<file path="config.mk">
export PLATFORM = sky130hd
export DESIGN_NAME = dhash_stream_flat
export DESIGN_NICKNAME = d
export VERILOG_FILES = /design/src/rtl/dhash_stream_if.sv /design/src/rtl/dhash_stream.sv /design/src/flat_wrapper.sv
export SDC_FILE = /design/constraint.sdc
export NUM_CORES = 1
export LEC_CHECK = 0
export ABC_AREA = 1
export CAP_MARGIN = 20
export CORE_UTILIZATION = 57
export CTS_CLUSTER_SIZE = 30
export DETAILED_ROUTE_END_ITERATION = 8
export GPL_TIMING_DRIVEN = 1
export MAX_ROUTING_LAYER = met4
export PLACE_DENSITY = 0.9
export SLEW_MARGIN = 20
export SYNTH_ARGS = -nofsm -noshare
export SYNTH_HDL_FRONTEND = slang
export SYNTH_SLANG_ARGS = --single-unit
</file>
<file path="constraint.sdc">
create_clock -name clk -period 5 [get_ports clk]
set_input_delay 1.25 -clock clk [delete_from_list [all_inputs] [get_ports clk]]
set_output_delay 1.25 -clock clk [all_outputs]
set_load 0.01 [all_outputs]
</file>
<file path="src/rtl/dhash_stream_if.sv">
// Pixel-in / hash-out valid-ready bundle for dhash_stream.
// master = pixel producer and hash consumer, slave = the hasher.
interface dhash_stream_if #(
    parameter int PIX_WIDTH = 8,
    parameter int OUT_WIDTH = 64
);
    logic [PIX_WIDTH-1:0] pix;
    logic                 pix_vld;
    logic                 pix_rdy;
    logic [OUT_WIDTH-1:0] hash;
    logic                 hash_vld;
    logic                 hash_rdy;

    modport master (
        output pix, pix_vld, hash_rdy,
        input  pix_rdy, hash, hash_vld
    );

    modport slave (
        input  pix, pix_vld, hash_rdy,
        output pix_rdy, hash, hash_vld
    );
endinterface

</file>
<file path="src/rtl/dhash_stream.sv">
// Streaming difference-hash over a raster-order grayscale frame.
// Define DHASH_THRESH_EN to add the thr input (ref - pix > thr).
module dhash_stream #(
    parameter int PIX_WIDTH = 8,
    parameter int COLS      = 8,
    parameter int ROWS      = 8,
    parameter int OUT_WIDTH = ROWS * COLS
) (
    input  logic                 clk,
    input  logic                 rst_n,
    input  logic                 clr,
    input  logic                 mode,
`ifdef DHASH_THRESH_EN
    input  logic [PIX_WIDTH-1:0] thr,
`endif
    output logic                 busy,
    dhash_stream_if.slave        bus
);
    localparam int CW = $clog2(COLS + 1);
    localparam int RW = $clog2(ROWS + 1);
    localparam int LW = (COLS > 1) ? $clog2(COLS) : 1;

    logic [CW-1:0]        col;
    logic [RW-1:0]        row;
    logic                 mode_q;
    logic                 run;
    logic [PIX_WIDTH-1:0] prev;
    logic [PIX_WIDTH-1:0] lbuf [COLS];
    logic [OUT_WIDTH-1:0] acc;

    logic                 first;
    logic                 m;
    logic [CW-1:0]        col_max;
    logic [RW-1:0]        row_max;
    logic                 last;
    logic [LW-1:0]        lidx;
    logic [PIX_WIDTH-1:0] refp;
    logic                 cmp_en;
    logic                 cmp_bit;
    logic                 xfer;

    // Mode is taken live on the first pixel, then from the latch.
    assign first   = !busy;
    assign m       = first ? mode : mode_q;
    assign col_max = m ? CW'(COLS - 1) : CW'(COLS);
    assign row_max = m ? RW'(ROWS) : RW'(ROWS - 1);
    assign last    = (col == col_max) && (row == row_max);
    assign lidx    = col[LW-1:0];
    assign refp    = m ? lbuf[lidx] : prev;
    assign cmp_en  = m ? (row != '0) : (col != '0);

`ifdef DHASH_THRESH_EN
    logic [PIX_WIDTH-1:0] thr_q;
    logic [PIX_WIDTH-1:0] thr_a;
    logic signed [PIX_WIDTH:0] diff;

    assign thr_a   = first ? thr : thr_q;
    assign diff    = $signed({1'b0, refp}) - $signed({1'b0, bus.pix});
    assign cmp_bit = diff > $signed({1'b0, thr_a});
`else
    assign cmp_bit = refp > bus.pix;
`endif

    // Only a frame's last pixel has to wait for the output slot.
    assign bus.pix_rdy = run && !clr &&
                         !(last && bus.hash_vld && !bus.hash_rdy);
    assign xfer = bus.pix_vld && bus.pix_rdy;

    always_ff @(posedge clk or negedge rst_n) begin
        if (!rst_n) begin
            run          <= 1'b0;
            col          <= '0;
            row          <= '0;
            mode_q       <= 1'b0;
            prev         <= '0;
            acc          <= '0;
            busy         <= 1'b0;
            bus.hash     <= '0;
            bus.hash_vld <= 1'b0;
            for (int i = 0; i < COLS; i++) lbuf[i] <= '0;
        end else begin
            run <= 1'b1;
            if (clr) begin
                col  <= '0;
                row  <= '0;
                acc  <= '0;
                busy <= 1'b0;
            end else if (xfer) begin
                if (first) mode_q <= mode;
                prev <= bus.pix;
                if (m) lbuf[lidx] <= bus.pix;
                if (last) begin
                    col  <= '0;
                    row  <= '0;
                    acc  <= '0;
                    busy <= 1'b0;
                end else begin
                    busy <= 1'b1;
                    if (col == col_max) begin
                        col <= '0;
                        row <= row + 1'b1;
                    end else begin
                        col <= col + 1'b1;
                    end
                    if (cmp_en) acc <= {acc[OUT_WIDTH-2:0], cmp_bit};
                end
            end

            if (xfer && last) begin
                bus.hash     <= {acc[OUT_WIDTH-2:0], cmp_bit};
                bus.hash_vld <= 1'b1;
            end else if (bus.hash_vld && bus.hash_rdy) begin
                bus.hash_vld <= 1'b0;
            end
        end
    end

`ifdef DHASH_THRESH_EN
    always_ff @(posedge clk or negedge rst_n) begin
        if (!rst_n) begin
            thr_q <= '0;
        end else if (!clr && xfer && first) begin
            thr_q <= thr;
        end
    end
`endif
endmodule

</file>
<file path="src/flat_wrapper.sv">
// flat-port wrapper written by rule: the top's interface ports become plain ports
module dhash_stream_flat 
#(
    parameter int PIX_WIDTH = 8,
    parameter int COLS      = 8,
    parameter int ROWS      = 8,
    parameter int OUT_WIDTH = ROWS * COLS
)
  (clk, rst_n, clr, mode, busy, bus_pix, bus_pix_vld, bus_hash_rdy, bus_pix_rdy, bus_hash, bus_hash_vld);
  dhash_stream_if #(.PIX_WIDTH(PIX_WIDTH), .OUT_WIDTH(OUT_WIDTH)) bus_i ();
  input  logic clk;
  input  logic rst_n;
  input  logic clr;
  input  logic mode;
  output logic busy;
  input wire logic [$bits(bus_i.pix)-1:0] bus_pix;
  input wire logic [$bits(bus_i.pix_vld)-1:0] bus_pix_vld;
  input wire logic [$bits(bus_i.hash_rdy)-1:0] bus_hash_rdy;
  output wire logic [$bits(bus_i.pix_rdy)-1:0] bus_pix_rdy;
  output wire logic [$bits(bus_i.hash)-1:0] bus_hash;
  output wire logic [$bits(bus_i.hash_vld)-1:0] bus_hash_vld;
  assign bus_i.pix = bus_pix;
  assign bus_i.pix_vld = bus_pix_vld;
  assign bus_i.hash_rdy = bus_hash_rdy;
  assign bus_pix_rdy = bus_i.pix_rdy;
  assign bus_hash = bus_i.hash;
  assign bus_hash_vld = bus_i.hash_vld;
  dhash_stream #(.PIX_WIDTH(PIX_WIDTH), .COLS(COLS), .ROWS(ROWS), .OUT_WIDTH(OUT_WIDTH)) u_core (.clk(clk), .rst_n(rst_n), .clr(clr), .mode(mode), .busy(busy), .bus(bus_i));
endmodule
</file>
==> results.yml, run 1 <==
status:
  outcome: "finished clean"
cells_and_area:
  final_common_cell: "nand2_1"
  layout-area-overhead-vs-synth_pct: 13.9
  final.fill_count: 1283
  antenna_cells_inserted: 0
  final_cell_mix: "nand2_1 (304), dfrtp_1 (211), inv_1 (153), nand3_1 (113), clkdlybuf4s50_1 (79)"
  postLayoutCellArea_um2: 11700
  fin_nets: 1246
  stdcell_count: 1460
  post_route_cells_drive_above_1_share: 0.119
timing:
  relSlewSlack: 0.445
  timing.clock.skew_ns: 0.0174
  totalNegativeSetupSlack_ns: 0
  hold_slack_ns: 0.469
  finalHoldViolCount: 0
  maxSlewViolCount: 0
  worst_pin_slew_ns: 0.832
  fmax_ghz: 0.235
  fin_crit_sh: 0.850
  min_period_ns: 4.25
  setup-violations-final: 0
  unrepaired_setup_endpoints_after_global_routing: "no"
clock_network:
  clock_latency_ns: 0.51
  clock_tree_from_tritoncts: "yes"
  worst_setup_hold_path_clk_slew_ns: 0.06
  cts_max_level: 1
  post-cts-setup-buffer-count: 0
  cts.repair.resized: 0
  clk_root_buffer_cell: "clkbuf_16"
  hold_buffers: 0
  clockBufferDepth: 3
  cts-buffers-inserted: 23
  tritoncts_num_sinks: 211
critical_path:
  timing.critical_path.from_type: "input port"
  path_max_fanout: 7
  timing.critical_path.from: "mode"
  critical_path.slowest_cell: "clkdlybuf4s50_1"
  timing.rr.start: "u_core.col[1]$_DFFE_PN0P_"
  ordered_cell_list_for_the_critical_path: "clkdlybuf4s50_1 > nand2_1 > nand2_2 > nand2_1 > nand2_1 > nor2_4 > nand2_2 > inv_2 > a21oi_1 > clkdlybuf4s50_1"
  cp_num_cells: 10
  worstRegToRegCells: 14
  timing.critical_path.max_delay_family: "buffers and inverters"
  regToRegEndpoint: "u_core.acc[0]$_DFFE_PN0P_"
  r2r_slack_ns: 1.66
  cp_slowest_stage_delay_ns: 0.57
  worstPathRequired_ns: 3.75
  path_common_cell: "nand2_1"
  cp_num_buf_inv: 3
  worstSetupEndpoint: "bus_pix_rdy"
  worst-setup-path-type: "input port to output pin"
  crit_path_end_kind: "output pin"
  cp_data_arrival_time_ns: 3.00
placed_design:
  port_buffers: 80
  gpl.final_weighted_congestion: 0.866
  detailedPlacementHpwl_mm: 13.6
  place_area_um2: 11000
  dp_cells: 1420
synthesis:
  yosysUniqueCellTypes: 39
  post_synth.cell_area_avg_um2: 8.74
  netlist_instances: 1171
  yosysWarnings: 0
  ys_ff_latch: 211
  seq_area_frac_synth: 0.516
  mappedNetlistArea_um2: 10200
  syn_nets: 1197
floorplanning:
  die_height_um: 136
  die-area_um2: 18500
  die_w_um: 136
  ios: 81
  initial_core_util: 0.588
  rows: 48
  core_area_um2: 17400
route:
  drt_wirelength_mm: 22.1
  detailroute.via_count: 7995
  detailedRoute.firstIterationViolations: 713
  avgRoutedWirePerCell_um: 15.1
  detailedRoute.firstPassIterationCount: 6
  avgViaCountPerCell: 5.48
  drc: 0
  drt.antenna.violating_nets: 0
global_route:
  antenna_found_initial: 0
  global_route.overflow_total: 0
  via_count_of_the_first_global_routing_pass: 7642
  first_pass_grt_wire_length_mm: 37.2
  grt_max_degree: 130
  grtUsageTotal: 0.256
power:
  power.ir.vdd_worst_mv: 0.245
  p_leak_nw: 5.55
  powerDensity_nw_per_um2: 325
  power.total_mw: 3.79
flow_run:
  drv.max_cap_violation_count: 0
min_path:
  timing.hold.worst.class: "flop to flop"
-- per-layer routing --
layer | up-vias | global-route usage | routed length (um)
met5 | - | - | 0
met4 | 0 | 0.0698 | 406
met3 | 35 | 0.0373 | 1410
met2 | 287 | 0.417 | 11100
met1 | 3857 | 0.335 | 9190
li1 | 3816 | - | -
-- area by class of cell --
| cell class | count | area, um2 | area share |
|---|---|---|---|
| sequential | 211 | 5280 | 0.453 |
| multi-input combinational | 731 | 3860 | 0.331 |
| timing repair buffer | 93 | 927 | 0.0795 |
| clock buffer | 32 | 639 | 0.0548 |
| inverter | 160 | 601 | 0.0515 |
| tap | 225 | 282 | 0.0241 |
| clock inverter | 8 | 75.1 | 0.00644 |
-- worst min-delay path, stage by stage, from the launching register on --
cell and delay [ns]:
dfrtp_1 0.34, nand2_1 0.05, nand2_1 0.05
-- synth_stat cells --
master      n  area [um2]
nor2_4      1        11.3
inv_1     153         574
a31oi_1     3        18.8
nor3_1      3        15.0
nand4_4     1        21.3
buf_2      10        50.1
ha_1       12         150
buf_1       2        7.51
nand3_2     1        10.0
o21ai_0    21         105
buf_6      27         304
clkbuf_1   24        90.1
a221oi_1    3        26.3
o21ai_1     6        30.0
clkinv_1    5        18.8
nor3_4      1        16.3
nand2_2    33         206
o31ai_1     1        7.51
nand3_4     1        17.5
nand2_1   304        1140
a41oi_1     4        35.0
nand3_1   113         566
nand4_1     5        31.3
o21bai_1   64         480
buf_4       6        45.0
nor2_8      1        20.0
inv_2       2        7.51
dfrtp_1   211        5280
o22ai_1    20         125
o21ai_2    54         473
xnor2_1     1        8.76
nand2_4     2        22.5
xor2_1      1        8.76
nor2_1     55         206
nand3b_1    2        15.0
a21oi_1    14        70.1
a22oi_1     1        7.51
conb_1      1        3.75
nor2_2      2        12.5
-- power breakdown --
group          internal, mW  switching (mW)
combinational         0.123           0.251
sequential             1.78          0.0284
clock                 0.946           0.668
-- worst min-delay path by stage --
stage                                         start  cells after the start                         endpoint  slack, ns
floorplan                 u_core.mode_q$_DFFE_PN0P_                      2        u_core.mode_q$_DFFE_PN0P_       0.44
global placement         u_core.acc[14]$_DFFE_PN0P_                      2       u_core.acc[14]$_DFFE_PN0P_       0.45
detailed placement       u_core.acc[12]$_DFFE_PN0P_                      2       u_core.acc[12]$_DFFE_PN0P_       0.46
CTS                      u_core.acc[28]$_DFFE_PN0P_                      2       u_core.acc[28]$_DFFE_PN0P_       0.47
global route        u_core.bus.hash[14]$_DFFE_PN0P_                      2  u_core.bus.hash[14]$_DFFE_PN0P_       0.50
finish                    u_core.acc[2]$_DFFE_PN0P_                      2        u_core.acc[2]$_DFFE_PN0P_       0.47
-- flip-flops by register name, indices dropped and copies added, names as in the netlist --
signal               cells
u_core.lbuf             64
u_core.run               1
u_core.acc              63
u_core.mode_q            1
u_core.col               4
u_core.prev              8
u_core.bus.hash_vld      1
u_core.bus.hash         64
u_core.busy              1
u_core.row               4
-- logic make-up after synthesis --
logic type / Yosys count / share of synthesized area
compound gates: 191 / 0.135
xor+xnor: 2 / 0.00171
fa+ha+maj: 12 / 0.0147
buf+inv: 229 / 0.107
flops: 211 / 0.516
other cells: 1 / 0.000366
simple gates: 525 / 0.226
-- through the flow --
stage / worst slack [ns] / util
global placement: 0.739 / 0.629
detailed placement: 0.763 / 0.629
CTS: 0.744 / 0.670
finish: 0.748 / 0.670
global route: 0.634 / 0.670
floorplan: 1.73 / -
Note: power is estimated with default switching activity, not from simulation.
==> inputs of run 2 (changes only) <==
CORE_UTILIZATION = 55   (was 57)
DONT_BUFFER_PORTS = 1   (was not set)
PLACE_DENSITY = 0.82   (was 0.9)
==> run 2 against run 1 <==
Net effect:
- the run now ends with DRC left
- power decreased by 2.6%
- non-clock buffer count is 87 lower
- hold slack lost 0.019 ns
- design area decreased by 7.4%
==> results.yml, run 2 (synthesis gave the netlist of run 1 again) <==
floorplanning:
  rows: 49
  initial_core_util: 0.566
  die-area_um2: 19200
  die_height_um: 138
  core_area_um2: 18100
  die_w_um: 138
  ios: 81
timing:
  setup-violations-final: 0
  hold_slack_ns: 0.450
  worst_pin_slew_ns: 0.848
  relSlewSlack: 0.435
  final.setup.worst_slack_ns: 1.40
  fin_crit_sh: 0.720
  totalNegativeSetupSlack_ns: 0
  fmax_ghz: 0.278
  unrepaired_setup_endpoints_after_global_routing: "no"
  min_period_ns: 3.60
  maxSlewViolCount: 0
  finalHoldViolCount: 0
  timing.clock.skew_ns: 0.0102
placed_design:
  detailedPlacementHpwl_mm: 12.7
  port_buffers: 0
  dp_cells: 1337
  gpl.final_weighted_congestion: 0.875
  place_area_um2: 10100
  setup_ws_pre_cts_ns: 1.21
flow_run:
  drv.max_cap_violation_count: 0
critical_path:
  timing.critical_path.max_delay_family: "simple AND/OR/NAND/NOR gates"
  path_max_fanout: 19
  cp_data_arrival_time_ns: 2.35
  worstPathRequired_ns: 3.75
  ordered_cell_list_for_the_critical_path: "nand2_1 > nand2_2 > nor2_2 > nor2_4 > nand2_2 > inv_2 > a21oi_1"
  timing.critical_path.from_type: "input port"
  cp_slowest_stage_delay_ns: 0.35
  path_common_cell: "nand2_2"
  worst-setup-path-type: "input port to output pin"
  cp_num_buf_inv: 1
  crit_path_end_kind: "output pin"
  critical_path.slowest_cell: "a21oi_1"
clock_network:
  tritoncts_num_sinks: 211
  clk_root_buffer_cell: "clkbuf_16"
  clockBufferDepth: 3
  clock_tree_from_tritoncts: "yes"
  hold_buffers: 0
  cts-buffers-inserted: 23
  cts.repair.resized: 0
  post-cts-setup-buffer-count: 0
  clock_latency_ns: 0.51
  worst_setup_hold_path_clk_slew_ns: 0.06
  cts_max_level: 1
global_route:
  grtUsageTotal: 0.228
  antenna_found_initial: 0
  global_route.overflow_total: 0
  via_count_of_the_first_global_routing_pass: 7098
  grt_max_degree: 212
  first_pass_grt_wire_length_mm: 35.1
route:
  avgRoutedWirePerCell_um: 15.0
  detailedRoute.firstIterationViolations: 677
  drc: 16
  detailedRoute.firstPassIterationCount: 7
  avgViaCountPerCell: 5.38
  drt_wirelength_mm: 20.7
  detailroute.via_count: 7412
  drt.antenna.violating_nets: 0
cells_and_area:
  layout-area-overhead-vs-synth_pct: 5.49
  final_cell_mix: "nand2_1 (304), dfrtp_1 (211), inv_1 (153), nand3_1 (113), o21bai_1 (64)"
  fin_nets: 1159
  post_route_cells_drive_above_1_share: 0.123
  postLayoutCellArea_um2: 10800
  stdcell_count: 1377
  antenna_cells_inserted: 0
  final_common_cell: "nand2_1"
  biggestRegsByFlops: "u_core.bus.hash x64, u_core.lbuf x64, u_core.acc x63"
  final.fill_count: 1469
status:
  failed_checks: "DRC"
  outcome: "finished with violations"
power:
  power.ir.vdd_worst_mv: 0.234
  p_leak_nw: 5.22
  powerDensity_nw_per_um2: 342
min_path:
  timing.hold.worst.class: "input port to asynchronous set/reset pin"
-- run 2: changes by cell type in the layout (fill, tap and decap cells not counted) --
cell / delta
clkdlybuf4s50_1: -79
buf_4: -6
clkbuf_1: -2
buf_12: -1
bufinv_16: -1
clkbuf_8: +1
clkinv_4: +1
clkinvlp_4: +1
inv_8: -1
nor2_2: -1
nor2_4: +1
-- run 2: metrics by stage --
| step | total power, mW | utilization |
|---|---|---|
| after floorplan | 2.09 | - |
| after global placement | 2.13 | 0.558 |
| after detailed placement | 2.14 | 0.558 |
| after CTS | 3.73 | 0.597 |
| after global routing | 3.84 | 0.597 |
| final | 3.69 | 0.597 |
-- run 2: cell type report --
class / count / area (um2) / area share
sequential: 211 / 5280 / 0.489
clock buffer: 32 / 659 / 0.0610
tap: 229 / 287 / 0.0265
clock inverter: 8 / 50.0 / 0.00463
inverter: 160 / 601 / 0.0556
multi-input combinational: 731 / 3870 / 0.358
timing repair buffer: 6 / 57.6 / 0.00533
-- run 2: worst paths after layout --
path	startpoint	endpoint	cells past startpoint	slack (ns)
setup / recovery	mode	bus_pix_rdy	7	1.40
hold reg to reg	u_core.acc[60]$_DFFE_PN0P_	u_core.acc[60]$_DFFE_PN0P_	2	0.47
setup reg to reg	u_core.col[0]$_DFFE_PN0P_	u_core.acc[0]$_DFFE_PN0P_	14	1.65
min in group clk	u_core.acc[60]$_DFFE_PN0P_	u_core.acc[60]$_DFFE_PN0P_	2	0.47
max in group asynchronous	rst_n	u_core.bus.hash[10]$_DFFE_PN0P_	0	4.32
hold / removal	rst_n	u_core.bus.hash[40]$_DFFE_PN0P_	0	0.45
-- run 2: power by group --
group / leakage, nW / internal [mW] / switching, mW / total (mW)
combinational: 2.23 / 0.106 / 0.203 / 0.309
sequential: 2.64 / 1.78 / 0.0300 / 1.81
clock: 0.352 / 0.919 / 0.659 / 1.58
total: 5.22 / 2.80 / 0.893 / 3.69
-- run 2: layer usage --
metal	up-vias	track usage	wire length [um]
met5	-	-	0
met4	0	0.0656	420
met1	3538	0.305	9100
met3	38	0.0450	1330
li1	3632	-	-
met2	204	0.355	9800
